<file path="src/rtl/uart_tx_scheduler.sv">
// Round-robin byte scheduler feeding a single UART transmitter, with baud-change handshake.
// Optional even parity bit between data and stop when UART_TX_SCHED_PARITY_EN is defined.
module uart_tx_scheduler #(
  parameter int unsigned NUM_REQ = 4,
  parameter int unsigned DATA_W  = 8
) (
  input  logic                      clk,
  input  logic                      reset,
  input  logic                      baud_tick,
  input  logic [NUM_REQ-1:0]        req,
  input  logic [NUM_REQ*DATA_W-1:0] req_data,
  output logic [NUM_REQ-1:0]        gnt,
  input  logic                      cfg_valid,
  input  logic [1:0]                cfg_sel_baud,
  output logic                      cfg_ready,
  output logic [1:0]                sel_baud,
  output logic                      tx,
  output logic                      busy
);

  localparam int unsigned PtrW = (NUM_REQ > 1) ? $clog2(NUM_REQ) : 1;
  localparam int unsigned BitW = (DATA_W > 1) ? $clog2(DATA_W) : 1;
  localparam logic [BitW-1:0] LastBit = BitW'(DATA_W - 1);
  localparam logic [PtrW-1:0] LastReq = PtrW'(NUM_REQ - 1);

  typedef enum logic [2:0] {StIdle, StStart, StData, StParity, StStop, StSettle} state_e;

  state_e              state_q, state_d;
  logic [PtrW-1:0]     ptr_q, ptr_d;
  logic [DATA_W-1:0]   data_q, data_d;
  logic [BitW-1:0]     bit_idx_q, bit_idx_d;
  logic                settle_q, settle_d;
  logic [1:0]          cfg_hold_q, cfg_hold_d;
  logic [1:0]          sel_baud_q, sel_baud_d;
  logic [NUM_REQ-1:0]  gnt_q, gnt_d;
  logic                cfg_ready_q, cfg_ready_d;
  logic                tx_q, tx_d;
  logic                busy_q, busy_d;

  // Round-robin search starting at ptr_q.
  logic                found;
  logic [PtrW-1:0]     win;
  logic [PtrW:0]       sum;
  logic [DATA_W-1:0]   win_data;

  always_comb begin
    found    = 1'b0;
    win      = '0;
    sum      = '0;
    win_data = '0;
    for (int i = 0; i < NUM_REQ; i++) begin
      sum = {1'b0, ptr_q} + (PtrW+1)'(i);
      if (sum >= (PtrW+1)'(NUM_REQ)) sum = sum - (PtrW+1)'(NUM_REQ);
      if (!found && req[sum[PtrW-1:0]]) begin
        found = 1'b1;
        win   = sum[PtrW-1:0];
      end
    end
    for (int i = 0; i < NUM_REQ; i++) begin
      if (win == PtrW'(i)) win_data = req_data[i*DATA_W +: DATA_W];
    end
  end

  always_comb begin
    state_d     = state_q;
    ptr_d       = ptr_q;
    data_d      = data_q;
    bit_idx_d   = bit_idx_q;
    settle_d    = settle_q;
    cfg_hold_d  = cfg_hold_q;
    gnt_d       = '0;
    cfg_ready_d = 1'b0;
    // The accepted code lands on sel_baud one clk after the cfg_ready pulse.
    sel_baud_d  = cfg_ready_q ? cfg_hold_q : sel_baud_q;

    case (state_q)
      StIdle: begin
        if (baud_tick) begin
          if (cfg_valid) begin
            cfg_ready_d = 1'b1;
            cfg_hold_d  = cfg_sel_baud;
            settle_d    = 1'b0;
            state_d     = StSettle;
          end else if (found) begin
            gnt_d[win] = 1'b1;
            data_d     = win_data;
            ptr_d      = (win == LastReq) ? '0 : win + 1'b1;
            bit_idx_d  = '0;
            state_d    = StStart;
          end
        end
      end
      StStart: begin
        if (baud_tick) begin
          bit_idx_d = '0;
          state_d   = StData;
        end
      end
      StData: begin
        if (baud_tick) begin
          if (bit_idx_q == LastBit) begin
`ifdef UART_TX_SCHED_PARITY_EN
            state_d = StParity;
`else
            state_d = StStop;
`endif
          end else begin
            bit_idx_d = bit_idx_q + 1'b1;
          end
        end
      end
`ifdef UART_TX_SCHED_PARITY_EN
      StParity: begin
        if (baud_tick) state_d = StStop;
      end
`endif
      StStop: begin
        if (baud_tick) state_d = StIdle;
      end
      StSettle: begin
        if (baud_tick) begin
          if (settle_q) state_d = StIdle;
          else          settle_d = 1'b1;
        end
      end
      default: state_d = StIdle;
    endcase

    // tx is registered, so it follows the state being entered.
    case (state_d)
      StStart:  tx_d = 1'b0;
      StData:   tx_d = data_d[bit_idx_d];
`ifdef UART_TX_SCHED_PARITY_EN
      StParity: tx_d = ^data_d;
`endif
      default:  tx_d = 1'b1;
    endcase
    busy_d = (state_d != StIdle);
  end

  always_ff @(posedge clk) begin
    if (reset) begin
      state_q     <= StIdle;
      ptr_q       <= '0;
      data_q      <= '0;
      bit_idx_q   <= '0;
      settle_q    <= 1'b0;
      cfg_hold_q  <= 2'b00;
      sel_baud_q  <= 2'b00;
      gnt_q       <= '0;
      cfg_ready_q <= 1'b0;
      tx_q        <= 1'b1;
      busy_q      <= 1'b0;
    end else begin
      state_q     <= state_d;
      ptr_q       <= ptr_d;
      data_q      <= data_d;
      bit_idx_q   <= bit_idx_d;
      settle_q    <= settle_d;
      cfg_hold_q  <= cfg_hold_d;
      sel_baud_q  <= sel_baud_d;
      gnt_q       <= gnt_d;
      cfg_ready_q <= cfg_ready_d;
      tx_q        <= tx_d;
      busy_q      <= busy_d;
    end
  end

  assign gnt       = gnt_q;
  assign cfg_ready = cfg_ready_q;
  assign sel_baud  = sel_baud_q;
  assign tx        = tx_q;
  assign busy      = busy_q;

endmodule

</file>
<file path="config.mk">
export PLATFORM = sky130hd
export DESIGN_NAME = uart_tx_scheduler
export DESIGN_NICKNAME = d
export VERILOG_FILES = /design/src/rtl/uart_tx_scheduler.sv
export SDC_FILE = /design/constraint.sdc
export NUM_CORES = 1
export LEC_CHECK = 0
export CAP_MARGIN = 20
export CORE_MARGIN = 2
export CORE_UTILIZATION = 45
export CTS_CLUSTER_DIAMETER = 30
export CTS_CLUSTER_SIZE = 40
export DETAILED_ROUTE_END_ITERATION = 10
export HOLD_SLACK_MARGIN = 0.03
export PLACE_DENSITY = 0.77
export REMOVE_ABC_BUFFERS = 1
export SYNTH_ARGS = -nofsm -noshare
export SYNTH_HDL_FRONTEND = slang
export SYNTH_SLANG_ARGS = --single-unit
</file>
<file path="constraint.sdc">
create_clock -name clk -period 3 [get_ports clk]
set_input_delay 0.3 -clock clk [delete_from_list [all_inputs] [get_ports clk]]
set_output_delay 0.3 -clock clk [all_outputs]
set_load 0.02 [all_outputs]
</file>
==> results of run 1 <==
[worst max-delay path, delay by kind of cell]
kind / cells / cell delay [ns]
AO/OA/AOI/OAI: 6 / 1.06
multiplexers: 1 / 0.11
buffers and inverters: 4 / 0.82
AND/OR/NAND/NOR: 3 / 0.39
adder cells (fa/ha/maj): 1 / 0.25
[routing by layer]
metal	vias to the layer above	part of all wire, %	GRT usage (%)
li1	828	-	-
met1	710	45	23.15
met2	40	50	34.79
met3	4	4.0	2.083
met4	0	1.3	7.552
met5	-	0	0
[cells by family (layout without fill, tap and decap cells)]
group                    Yosys count  after routing  synth area share, %
XOR/XNOR                           1              1               0.5217
flip-flops                        28             28                33.38
AND/OR/NAND/NOR                   69             69                21.16
buffers and inverters             35             85                9.017
adder cells (fa/ha/maj)            5              5                3.726
AO/OA/AOI/OAI                     58             58                25.63
multiplexers                      11             11                6.558
[synthesized netlist by cell type (3+ instances only)]
library cell,n,area [sq um]
a211oi_1,3,22.52
a21oi_1,5,25.02
a22oi_1,3,22.52
a2bb2oi_1,8,70.07
a31oi_1,15,93.84
and2_1,4,25.02
buf_2,4,20.02
clkbuf_1,7,26.28
dfxtp_1,28,560.5
ha_1,5,62.56
inv_1,22,82.58
mux2i_1,11,110.1
nand2_1,19,71.32
nand2b_1,4,25.02
nor2_1,25,93.84
nor2b_1,4,25.02
o211ai_1,7,52.55
[state kept, by name (all words and copies together) (netlist names)]
name        cells
data_q          8
gnt             4
bit_idx_q       3
state_q         3
cfg_hold_q      2
ptr_q           2
sel_baud        2
busy            1
cfg_ready       1
settle_q        1
tx              1
[what timing repair did]
item                       4_1_cts  5_1_grt
setup endpoints to repair        0        1
hold buffers                     0        0
gates resized for setup          0        2
[metrics by stage]
stage | cells | setup TNS, ns
2_1_floorplan | 194 | 0
4_1_cts | 305 | 0
5_1_grt | 305 | 0
3_3_place_gp | 301 | -0.04509
6_report | 305 | 0
3_5_place_dp | 301 | -0.1322
[how the worst min path moves through the flow]
| stage | from | slack, ns | cells past startpoint | endpoint |
|---|---|---|---|---|
| finish | sel_baud[1]$_SDFFE_PP0P_ | 0.50 | 2 | sel_baud[1]$_SDFFE_PP0P_ |
| global route | cfg_hold_q[1]$_SDFFE_PP0P_ | 0.54 | 2 | cfg_hold_q[1]$_SDFFE_PP0P_ |
| CTS | sel_baud[1]$_SDFFE_PP0P_ | 0.50 | 2 | sel_baud[1]$_SDFFE_PP0P_ |
| detailed placement | sel_baud[1]$_SDFFE_PP0P_ | 0.48 | 2 | sel_baud[1]$_SDFFE_PP0P_ |
| global placement | data_q[1]$_SDFF_PP0_ | 0.47 | 2 | data_q[1]$_SDFF_PP0_ |
| floorplan | reset | 0.37 | 1 | bit_idx_q[2]$_SDFF_PP0_ |
[where the power goes]
group | total (W) | switching (W) | internal, W | leakage [nW]
sequential | 0.000409 | 0.0000160 | 0.000393 | 0.228
combinational | 0.000290 | 0.000138 | 0.000153 | 0.666
clock | 0.000294 | 0.000116 | 0.000179 | 0.0357
total | 0.000994 | 0.000269 | 0.000724 | 0.930
[layout make-up]
cell class	count	area [sq um]
Inverter	22	82.58
Clock inverter	1	30.03
Clock buffer	3	41.29
Multi-Input combinational cell	144	972.2
Fill cell	339	1319
Timing Repair Buffer	59	568.0
Sequential cell	28	560.5
Tap cell	48	60.06
==> results.txt, run 1 <==
GRT overflow - 0
DIE HEIGHT - 65.09 microns
Root Buffer - clkbuf_8
FMAX - 0.3590 GHz
Main synth FF type - dfxtp_1
Setup CP Type - primary input to flip-flop
register area share after synthesis - 33.38%
Max Clock Skew - 0.002253 ns
CORE AREA - 3633 sq um
Syn. warnings - 0
CTS tree - yes
Final period util - 92.86%
layout cells sized above 1 - 8.949%
Final Setup Violations - 0
number of diodes - 0
post-synthesis cell type count - 47
Hold WC Path Type - flip-flop to flip-flop
Area growth syn-to-layout - 37.85%
slowest cell on the critical path - clkdlybuf4s50_1
Slew Viols, Final - 0
DR WL/cell - 12.77 microns
CP cell instances - clkdlybuf4s50_1, inv_1, a21oi_1, nor2_1, a221o_1, nor2b_2, inv_1, ha_1, nor2_1, buf_4, o211ai_1, a31oi_1, mux2i_1, a22oi_1, a32oi_1
Final Util - 63.71%
Synth Register Bits - 28
CTS clk-pin slew, worst paths - 0.09 ns
syn avg cell area - 8.112 sq um
largest net degree at the start of global routing - 19
drt first pass iters - 4
Initial Util - 46.21%
overall power - 0.0009938 W
final net count - 305
Iter 0 DRT Violations - 61
VDD IR max - 0.2772 mV
ys async rst share - 0%
Post-synth EDFFs - 0
commonest non-fill, non-tap cell in the layout - clkdlybuf4s50_1
status - finished, final reports clean
most frequent cells in the layout - clkdlybuf4s50_1 (50), dfxtp_1 (28), nor2_1 (25), inv_1 (22), nand2_1 (19)
post-route cell area - 2315 sq um
max-capacitance violation count - 0
first-pass GRT wire length - 6437 microns
post-CTS setup buffer count - 0
RSZ-0062 raised after global routing - no
Placement Setup Slack - -0.1322 ns
Worst EP required - 3.15 ns
Clock Tree Buf Depth - 2
Final HPWL DP - 3164 microns
WHS - 0.4964 ns
area of placed instances - 2238 sq um
CTS H-tree lvls - 1
Die Width - 65.09 microns
number of vias per cell - 5.187
startpoint types - primary input
CP Capture Type - flip-flop
post-route ant nets - 0
reg2reg start - ptr_q[0]$_SDFFE_PP0P_
Final Hold Viols - 0
R2R depth - 14
worst setup path end - tx$_SDFF_PP1_
routability cong. - 0.7747
Rel. slew slack - 64.04%
Cell Area, Synth - 1679 sq um
final wirelength - 3895 microns
TritonCTS Buffers - 3
vias in the first global route - 1,505
Crit Path Max Fanout - 5
vias - 1,582
remaining routing DRC violations - 0
min Tclk post-route - 2.786 ns
Cells after Synth - 207
r2r endpoint - tx$_SDFF_PP1_
Power Density - 429.4 nW/um^2
CP Data Arrival Time - 2.94 ns
die area - 4236 sq um
LEAKAGE - 0.9296 nW
crit path from - req[1]
port bufs - 50
peak per-stage delay on the critical path - 0.52 ns
CTS sink count - 28
# IOs - 51
reg2reg setup slack - 0.38 ns
final setup margin - 0.2141 ns
Slew @ Worst Pin - 0.5371 ns
initial antenna violation count - 0
All-Layer GR Usage - 19.23%
clk_lat worst skew - 0.27 ns
standard-cell rows - 22
Note: power is estimated with default switching activity, not from simulation.
==> run 2, diff against run 1 <==
clock period = 3.3 ns   (was 3 ns; I/O delays follow)
==> run 2 against run 1 <==
  * Critical path depth stayed put
  * Clock skew is 0.00096 ns higher
  * Total power is 9.4% lower
  * Global-route usage is 0.88 points higher
  * Clock-buffer cell count stayed put
  * Design area is 1.2% lower
  * Sequential share of layout area is 0.29 points higher
  * Register-to-register slack better by 0.19 ns
  * Routed wire length is 0.28% higher
  * Flip-flop and latch count stayed put
  * Die area stayed put
  * Critical endpoint unchanged
  * Highest routed layer unchanged
==> results.txt, run 2 (synthesis results as in run 1) <==
Hold-fix buffers, CTS - 0 (unchanged)
fillers - 337 (was 339)
CTS sink count - 28 (unchanged)
CP Data Arrival Time - 3.07 ns (was 2.94 ns)
WHS - 0.5060 ns (was 0.4964 ns)
routability cong. - 0.8152 (was 0.7747)
first-pass GRT wire length - 6720 microns (was 6437 microns)
startpoint types - primary input (unchanged)
Final Hold Viols - 0 (unchanged)
Worst EP required - 3.46 ns (was 3.15 ns)
peak per-stage delay on the critical path - 0.53 ns (was 0.52 ns)
Area growth syn-to-layout - 36.21% (was 37.85%)
CTS H-tree lvls - 1 (unchanged)
max-capacitance violation count - 0 (unchanged)
Slew Viols, Final - 0 (unchanged)
Rel. slew slack - 60.29% (was 64.04%)
DR WL/cell - 12.93 microns (was 12.77 microns)
LEAKAGE - 0.9154 nW (was 0.9296 nW)
CORE AREA - 3633 sq um (unchanged)
All-Layer GR Usage - 20.10% (was 19.23%)
clk_lat worst skew - 0.28 ns (was 0.27 ns)
commonest non-fill, non-tap cell in the layout - clkdlybuf4s50_1 (unchanged)
CP Capture Type - flip-flop (unchanged)
Hold WC Path Type - flip-flop to flip-flop (unchanged)
remaining routing DRC violations - 0 (unchanged)
DIE HEIGHT - 65.09 microns (unchanged)
Max Clock Skew - 0.003214 ns (was 0.002253 ns)
Most flops, register - data_q (unchanged)
Final period util - 88.43%
post_cts resized - 0 (unchanged)
Power Density - 393.7 nW/um^2 (was 429.4 nW/um^2)
final net count - 302 (was 305)
vias in the first global route - 1,527 (was 1,505)
# IOs - 51 (unchanged)
Clock Tree Buf Depth - 2 (unchanged)
FMAX - 0.3427 GHz
Slew @ Worst Pin - 0.5930 ns (was 0.5371 ns)
max reg flops - 8 (unchanged)
layout cells sized above 1 - 7.087% (was 8.949%)
CTS clk-pin slew, worst paths - 0.10 ns (was 0.09 ns)
number of vias per cell - 5.321 (was 5.187)
GRT overflow - 0 (unchanged)
drt first pass iters - 4 (unchanged)
Setup CP Type - primary input to flip-flop (unchanged)
port bufs - 50 (unchanged)
final wirelength - 3906 microns (was 3895 microns)
initial antenna violation count - 0 (unchanged)
Root Buffer - clkbuf_8 (unchanged)
min Tclk post-route - 2.918 ns
CTS tree - yes (unchanged)
CP cell instances - clkdlybuf4s50_1, inv_1, a21oi_1, nor2_1, a221o_1, nor2b_1, inv_1, ha_1, nor2_1, buf_4, o211ai_1, a31oi_1, mux2i_1, a22oi_1, a32oi_1 (was clkdlybuf4s50_1, inv_1, a21oi_1, nor2_1, a221o_1, nor2b_2, inv_1, ha_1, nor2_1, buf_4, o211ai_1, a31oi_1, mux2i_1, a22oi_1, a32oi_1)
register area - 560.5 sq um (unchanged)
Final Setup Violations - 0 (unchanged)
most frequent cells in the layout - clkdlybuf4s50_1 (50), dfxtp_1 (28), nor2_1 (25), inv_1 (22), nand2_1 (19) (unchanged)
RSZ-0062 raised after global routing - no (unchanged)
area occupied by multi-input gates - 967.2 sq um (was 972.2 sq um)
placed cells - 298 (was 301)
VDD IR max - 0.1790 mV (was 0.2772 mV)
TritonCTS Buffers - 3 (unchanged)
slowest cell on the critical path - clkdlybuf4s50_1 (unchanged)
largest net degree at the start of global routing - 24 (was 19)
Crit Path Max Fanout - 5 (unchanged)
standard-cell rows - 22 (unchanged)
Finished Layout Cells - 302 (was 305)
Die Width - 65.09 microns (unchanged)
setup TNS - 0 ns (unchanged)
status - finished, final reports clean (unchanged)
die area - 4236 sq um (unchanged)
post-route ant nets - 0 (unchanged)
Iter 0 DRT Violations - 104 (was 61)
number of diodes - 0 (unchanged)
post-CTS setup buffer count - 0 (unchanged)
Final HPWL DP - 3102 microns (was 3164 microns)
vias - 1,607 (was 1,582)
Initial Util - 46.21% (unchanged)
==> run 2: cell types whose count changed in the layout (fill, tap and decap cells not counted), sizes merged <==
cell | previous run | this run
buf | 9 | 6
==> run 2: path summary, 6_finish.rpt <==
check / end / startpoint / slack (ns) / cells after the start
worst max register to register: tx$_SDFF_PP1_ / ptr_q[0]$_SDFFE_PP0P_ / 0.57 / 14
worst min-delay path: sel_baud[1]$_SDFFE_PP0P_ / sel_baud[1]$_SDFFE_PP0P_ / 0.51 / 2
worst min register to register: sel_baud[1]$_SDFFE_PP0P_ / sel_baud[1]$_SDFFE_PP0P_ / 0.51 / 2
worst max-delay path: tx$_SDFF_PP1_ / req[1] / 0.38 / 15
==> run 2: cell type report <==
cell class / instances / area share (%)
Timing Repair Buffer: 56 / 23.85
Sequential cell: 28 / 24.51
Multi-Input combinational cell: 144 / 42.29
Clock inverter: 1 / 1.313
Tap cell: 48 / 2.626
Inverter: 22 / 3.611
Clock buffer: 3 / 1.805
==> run 2: through the flow <==
| stage | total power, W | setup WS (ns) | util [%] | instance area [sq um] |
|---|---|---|---|---|
| after floorplan | 0.0005243 | 0.7547 | - | 1610 |
| after global placement | 0.0006325 | 0.1980 | 60.98 | 2216 |
| after detailed placement | 0.0006359 | 0.07716 | 60.98 | 2216 |
| after CTS | 0.0009055 | 0.3666 | 62.95 | 2287 |
| after global routing | 0.0009486 | 0.08777 | 62.95 | 2287 |
| final | 0.0009005 | 0.3819 | 62.95 | 2287 |
==> run 2: metal layers <==
layer  global-route usage, %  vias to the layer above  routed length (microns)
met5                       0                        -                        0
met4                   7.031                        0                       63
met3                   1.563                        5                      109
met2                   37.11                       36                     1979
met1                   24.33                      744                     1752
li1                        -                      822                        -
==> run 2: critical path, delay by kind of cell <==
kind,cells,cell delay (ns)
AOI/OAI and AO/OA,6,1.00
buffers and inverters,4,0.87
and+or+nand+nor,3,0.50
adders and majority gates,1,0.26
muxes,1,0.11
==> run 2: where the power goes <==
part,switching [W],internal [W]
combinational,0.000123,0.000133
sequential,0.0000151,0.000357
clock,0.000110,0.000163
total,0.000248,0.000653
